===== src/rtl/mux_operand_loader.sv =====
// mux_operand_loader: collects a, b, c (and sel with c) one word at a time
// and presents them as a registered frame to the select/mux stage. A frame
// is held for at least MIN_HOLD cycles so the downstream mux can settle.
//
// Input handshake:  a word moves on a rising edge where in_valid && in_ready.
// Output handshake: a frame is released on a rising edge where out_valid &&
//                   out_ack && the minimum hold has elapsed; acks arriving
//                   before that point are dropped, not remembered.
// flush discards the partial or presented frame, and outranks both handshakes.
module mux_operand_loader #(
  parameter int WIDTH    = 4,
  parameter int MIN_HOLD = 2,
  parameter int CNT_W    = 8
) (
  input  logic             clk,
  input  logic             rst,
  input  logic             flush,
  input  logic             in_valid,
  input  logic [WIDTH-1:0] in_data,
  input  logic             in_sel,
  output logic             in_ready,
  output logic [WIDTH-1:0] a,
  output logic [WIDTH-1:0] b,
  output logic [WIDTH-1:0] c,
  output logic             sel,
  output logic             out_valid,
  input  logic             out_ack,
  output logic [CNT_W-1:0] frame_count,
  output logic [1:0]       state_dbg
);

  localparam int HOLD_W = (MIN_HOLD < 1) ? 1 : $clog2(MIN_HOLD + 1);

  typedef enum logic [1:0] {
    LOAD_A  = 2'd0,
    LOAD_B  = 2'd1,
    LOAD_C  = 2'd2,
    PRESENT = 2'd3
  } state_t;

  state_t            state;
  logic [HOLD_W-1:0] hold;
  logic              hold_done;
  logic              xfer;

  // Loader accepts words in any load state; never while in reset.
  assign in_ready  = ~rst & (state != PRESENT);
  assign xfer      = in_valid & in_ready;
  assign hold_done = (hold >= HOLD_W'(MIN_HOLD));
  assign state_dbg = state;

  // Frame assembly, hold timing, release and frame counting.
  always_ff @(posedge clk) begin
    if (rst) begin
      state       <= LOAD_A;
      a           <= '0;
      b           <= '0;
      c           <= '0;
      sel         <= 1'b0;
      out_valid   <= 1'b0;
      hold        <= '0;
      frame_count <= '0;
    end else if (flush) begin
      // Operands keep their values; only the frame progress is abandoned.
      state     <= LOAD_A;
      out_valid <= 1'b0;
      hold      <= '0;
    end else begin
      case (state)
        LOAD_A: begin
          if (xfer) begin
            a     <= in_data;
            state <= LOAD_B;
          end
        end
        LOAD_B: begin
          if (xfer) begin
            b     <= in_data;
            state <= LOAD_C;
          end
        end
        LOAD_C: begin
          if (xfer) begin
            c         <= in_data;
            sel       <= in_sel;
            hold      <= '0;
            out_valid <= 1'b1;
            state     <= PRESENT;
          end
        end
        PRESENT: begin
          if (out_ack && hold_done) begin
            out_valid   <= 1'b0;
            frame_count <= frame_count + CNT_W'(1);
            state       <= LOAD_A;
          end else if (!hold_done) begin
            hold <= hold + HOLD_W'(1);
          end
        end
        default: begin
          state     <= LOAD_A;
          out_valid <= 1'b0;
        end
      endcase
    end
  end

endmodule


===== config.mk =====
export PLATFORM = sky130hd
export DESIGN_NAME = mux_operand_loader
export DESIGN_NICKNAME = d
export VERILOG_FILES = /design/src/rtl/mux_operand_loader.sv
export SDC_FILE = /design/constraint.sdc
export NUM_CORES = 1
export LEC_CHECK = 0
export ABC_AREA = 1
export CAP_MARGIN = 20
export CORE_ASPECT_RATIO = 0.9
export CORE_UTILIZATION = 35
export CTS_BUF_LIST = sky130_fd_sc_hd__clkbuf_16
export CTS_CLUSTER_DIAMETER = 80
export DETAILED_ROUTE_END_ITERATION = 16
export GPL_TIMING_DRIVEN = 0
export REMOVE_ABC_BUFFERS = 1
export SLEW_MARGIN = 25
export SYNTH_ARGS = -nofsm -noshare
export SYNTH_HDL_FRONTEND = slang
export SYNTH_SLANG_ARGS = --single-unit

===== constraint.sdc =====
create_clock -name clk -period 4 [get_ports clk]
set_input_delay 0.4 -clock clk [delete_from_list [all_inputs] [get_ports clk]]
set_output_delay 0.4 -clock clk [all_outputs]
set_load 0.02 [all_outputs]

# --- Word-level counts from Yosys, hierarchy flattened ---
# Cells that the tools add are included.
classes:
  n_addsub: 2
  n_lt_le_gt_ge: 1
  n_eq_ne: 10
  n_mux: 12
  bitwise_logic: 4
  n_reduce_logical: 11
ops:
  columns: ["operator", "n"]
  rows:
  - ["3-bit AND reduction", 5]
  - ["2-bit 2-to-1 mux", 7]
  - ["2-bit != test, second input constant", 7]
  - ["8-bit by 1-bit adder with 8-bit output, second input constant", 1]
  - ["2-bit one-hot mux with 4 select lines", 1]
  - ["4-bit AND reduction", 2]
  - ["2-bit equality test, second input constant", 2]
  - ["2-bit one-hot mux with 2 select lines", 1]
  - ["2-bit by 1-bit adder with 2-bit output, second input constant", 1]
  - ["1-bit bitwise AND", 2]
  - ["2-bit by 1-bit equality test with 1-bit output, second input constant", 1]
  - ["2-bit >= comparator, second input constant", 1]
  - ["2-bit zero test", 1]
  - ["1-bit 2-to-1 mux", 2]
  - ["1-bit NOT", 2]
  - ["1-bit one-hot mux with 2 select lines", 1]
  - ["2-bit nonzero test", 1]
  - ["2-bit OR reduction", 1]
  - ["1-bit logical AND", 1]
word_totals:
  register_bits: 26
  input_bits: 10
  out_inout_bits: 25
  word_cells: 48

# --- Depth between registers and ports, before layout ---
# Gate-level depths: netlist of the first run.
depth:
  word_depth: 5
  mapped_depth: 10
  ltp_nobuf: 10

# --- Worst setup path before layout of the first run ---
# Ideal clock, no wire load.
synth_path:
  path_kind: "register -> register"
  start: "register state[0] (netlist: state_dbg[0])"
  end: "register c[0]"
  setup_ns: 0.132
  arrival_ns: 1.417
  required_time_ns: 3.868
  setup_slack_ns: 2.451
  stages_incl_launch_ff: 8
  path_buffers: 0
  period_less_slack_ns: 1.549
  cell_sequence: "dfxtp_1 > ha_1 > nor2_4 > nand2_4 > nor2_4 > nand2_1 > nand2_1 > a21oi_1"
synth_between:
  elab_chain_len: 4
  word_cells_on_any_way: 5
  cone_classes: "eq/ne (2); bitwise (2); reduce/logical (1)"
synth_rtl:
  columns: ["element", "line_no", "text"]
  rows:
  - ["start: declaration", "41", "state_t state;"]
  - ["start signal: assignment", "55", "state <= LOAD_A;"]
  - ["start signal: assignment", "65", "state <= LOAD_A;"]
  - ["start signal: assignment", "73", "state <= LOAD_B;"]
  - ["2-bit != test", "47", "assign in_ready = ~rst & (state != PRESENT);"]
  - ["1-bit bitwise AND", "47", null]
  - ["named net in_ready", "21", "output logic in_ready,"]
  - ["1-bit bitwise AND", "48", "assign xfer = in_valid & in_ready;"]
  - ["3-bit AND reduction (no source line)", null, null]
  - ["end signal: assignment", "84", "c <= in_data;"]
  - ["end: declaration", "24", "output logic [WIDTH-1:0] c,"]
# The timed path passes the listed nets, and every way through them passes these cells.
# A chain may end at the register's enable or synchronous reset.

# --- Worst setup path in the final report of the first run ---
layout_path:
  start: "input rst"
  end: "output in_ready"
layout_between:
  elab_chain_len: 2
layout_rtl:
  columns: ["element", "line_no", "text"]
  rows:
  - ["start: declaration", "16", "input logic rst,"]
  - ["1-bit NOT", "47", null]
  - ["1-bit bitwise AND", "47", null]
  - ["end: declaration", "21", null]
# Every way passes these cells.

==> impl_metrics.tcl, run 1 <==
set metrics [dict create \
    status "finished, final reports clean" \
    gp_congestion 0.827 \
    diodes 0 \
    cp_common_cell "clkdlybuf4s50_1" \
    ys_warn_count 0 \
    clk_pin_slew_ns 0.06 \
    powerDensity_nw_per_um2 345 \
    crit_path_end_kind "primary output" \
    ir_drop_v 0.000214 \
    rsz0062_at_grt "no" \
    drc_errors 0 \
    seq_area_um2 520 \
    num_vias 1233 \
    firstDrtPassIters 4 \
    reg2reg_depth 6 \
    grt_max_degree 19 \
    synthCells 180 \
    clk_path_buf_depth 2 \
    grt_overflow 0 \
    startpoint_type "primary input" \
    vias_per_cell 4.74 \
    rows 20 \
    p_int_mw 0.486 \
    slew_headroom_pct 53.5 \
    postCtsHoldBufs 0 \
    io_pins 35 \
    fill_cells 331 \
    die_h_um 59.3 \
    post-route-period-util_pct 62.4 \
    hp-class "flip-flop to flip-flop" \
    cp.depth 3 \
    cp.required_ns 3.60 \
    p_comb_share_pct 9.4 \
    hold_viol 0 \
    antenna_left 0 \
    crit_chain "clkdlybuf4s50_1 -> nor2_4 -> clkdlybuf4s50_1" \
    area_delta_synth_final_pct 38.6 \
    grt_pass1_wl_um 4700 \
    avgRoutedWirePerCell_um 10.8 \
    fmax_mhz 400 \
    crit_fanout 18 \
    synth_cell_types 22 \
    postCtsSetupRepairBufs 0 \
    cts_made_buffers 3 \
    p_clk_share_pct 47.1 \
    io_buffers 34 \
    drt_iter0_markers 41 \
    initial_utilization_pct 37.2 \
    finalSetupViolations 0 \
    core_um2 3430 \
    hpwl_um 2160 \
    grt_pass1_vias 1059 \
    clock-sinks 26 \
    finalWirelength_um 2810 \
    fin_util_pct 51.5 \
    avgSynthCellArea_um2 7.08 \
    critPathSlowestCell "clkdlybuf4s50_1" \
    synth-seq-area-share_pct 40.8 \
    switchingPower_mw 0.125 \
    ys_ff_latch 26 \
    crit_buf_inv 2 \
    die_w_um 65.6 \
    period_needed_ns 2.50 \
    tns_ns 0 \
    maxCapViolCount 0 \
    multiInputGateArea_um2 667 \
    grtUsageTotal_pct 15.5 \
    antenna_found_initial 0 \
    crit_family "buffers and inverters" \
    fin_nets 234 \
    cpPeakStageDelay_ns 0.76 \
    power.sequential.fraction_pct 43.5 \
    netlist_area_um2 1270 \
    finalPower_mw 0.610 \
    hold_depth 2 \
    cts_root_buffer "clkbuf_16" \
    dieArea_um2 3890 \
    drv_slew 0 \
    critPathArrivalTime_ns 2.10 \
    ctsResizeCount 0 \
    clk_latency_ns 0.26 \
    p_leak_nw 0.669 \
    path_class "primary input to primary output" \
    cts_tree "done" \
    drive_above_1_share_pct 6.02 \
    tightest_slew_ns 0.696 \
    p_sw_share_pct 20.4 \
    h-tree-depth 1 \
    skew_ns 0.00300 \
]
## through the flow
step,hold WS [ns],instance area [µm²],setup slack (ns),std cells
2_1_floorplan,0.469,1270,2.47,178
3_3_place_gp,0.451,1660,1.51,256
3_5_place_dp,0.457,1660,1.50,256
4_1_cts,0.468,1770,1.47,260
6_report,0.466,1770,1.50,260
5_1_grt,0.484,1770,1.39,260
## cell usage in the layout (no fill, tap or decap)
cell	Yosys	layout
nor3_4	1	1
dfxtp_1	26	26
nand2_4	1	1
bufinv_16	0	1
o21ai_1	4	4
nand3_1	7	7
nor3b_1	1	1
nor2_4	3	3
nand2_1	52	52
o21ai_0	4	4
a21oi_1	16	16
nor2_1	25	25
inv_1	20	20
ha_1	7	7
nand4_1	5	5
a21boi_0	1	1
nor3_1	1	1
nand2_2	1	1
clkdlybuf4s50_1	0	34
inv_2	1	1
or2_2	1	1
nor3_2	1	1
clkbuf_16	0	3
## power by group through the flow
stage | clock [mW] | sequential [mW] | combinational (mW)
3_5_place_dp | 0 | 0.271 | 0.0575
2_1_floorplan | 0 | 0.275 | 0.0260
6_report | 0.288 | 0.265 | 0.0573
5_1_grt | 0.308 | 0.266 | 0.0639
3_3_place_gp | 0 | 0.271 | 0.0569
4_1_cts | 0.296 | 0.265 | 0.0579
## worst paths after layout
kind                              from                           to  slack [ns]
max                                rst                     in_ready        1.50
min                  a[0]$_SDFFE_PP0P_            a[0]$_SDFFE_PP0P_        0.47
max reg2reg  state_dbg[0]$_SDFFE_PP0P_  frame_count[5]$_SDFFE_PP0P_        2.33
min reg2reg          a[0]$_SDFFE_PP0P_            a[0]$_SDFFE_PP0P_        0.47
## per-layer routing
layer  global-route usage [%]  vias to the layer above  part of all wire [%]
li1                         -                      646                     -
met1                     20.6                      568                    50
met2                     24.6                       17                    46
met3                     4.81                        2                   3.0
met4                     3.73                        0                  0.78
met5                        0                        -                     0
## registers in the layout, indices dropped and copies added, names as in the netlist
| name | cells |
|---|---|
| c | 4 |
| state_dbg | 2 |
| out_valid | 1 |
| a | 4 |
| sel | 1 |
| hold | 2 |
| b | 4 |
| frame_count | 8 |
## cell usage after synthesis (all sizes together)
cell type | number | area share [%]
buf | 1 | 0.39
inv | 21 | 6.2
nor3b | 1 | 0.59
nor2 | 28 | 10
ha | 7 | 6.9
a21oi | 16 | 6.3
nand3 | 7 | 2.7
nand2 | 54 | 17
clkbuf | 1 | 0.29
nor3 | 3 | 2.5
or2 | 1 | 0.49
dfxtp | 26 | 41
o21ai | 8 | 3.1
a21boi | 1 | 0.59
nand4 | 5 | 2.5
## tightest hold or removal path, stage by stage, from the launching register on
cell	delay (ns)
dfxtp_1	0.31
nand2_1	0.06
a21oi_1	0.05
## final cells by class
| cell class | count | area share, % |
|---|---|---|
| multi-input combinational | 131 | 37.7 |
| sequential | 26 | 29.5 |
| timing repair buffer | 34 | 19.3 |
| inverter | 21 | 4.46 |
| clock buffer | 3 | 4.25 |
| tap | 44 | 3.12 |
| clock inverter | 1 | 1.70 |
## kinds of logic after synthesis
kind of cell	synth area share [%]
compound gates	10.0
fa+ha+maj	6.87
buf+inv	6.87
flops	40.8
simple gates	35.4
Power figures use the tool's default switching activity.
==> inputs of run 2 (changes only) <==
==> constraint.sdc (replaced) <==
create_clock -name clk -period 2.4 [get_ports clk]
set_input_delay 0.24 -clock clk [delete_from_list [all_inputs] [get_ports clk]]
set_output_delay 0.24 -clock clk [all_outputs]
set_load 0.02 [all_outputs]
==> results of run 2 <==
Same layout as run 1 (identical final DEF). Status: finished, final reports clean.
Main changes from that run: setup slack after placement 1.50 ns -> 0.215 ns; setup slack after layout 1.50 ns -> 0.223 ns; register-to-register setup slack 2.33 ns -> 0.73 ns; total power 0.610 mW -> 1.02 mW; worst IR drop on VDD 0.000214 V -> 0.000357 V
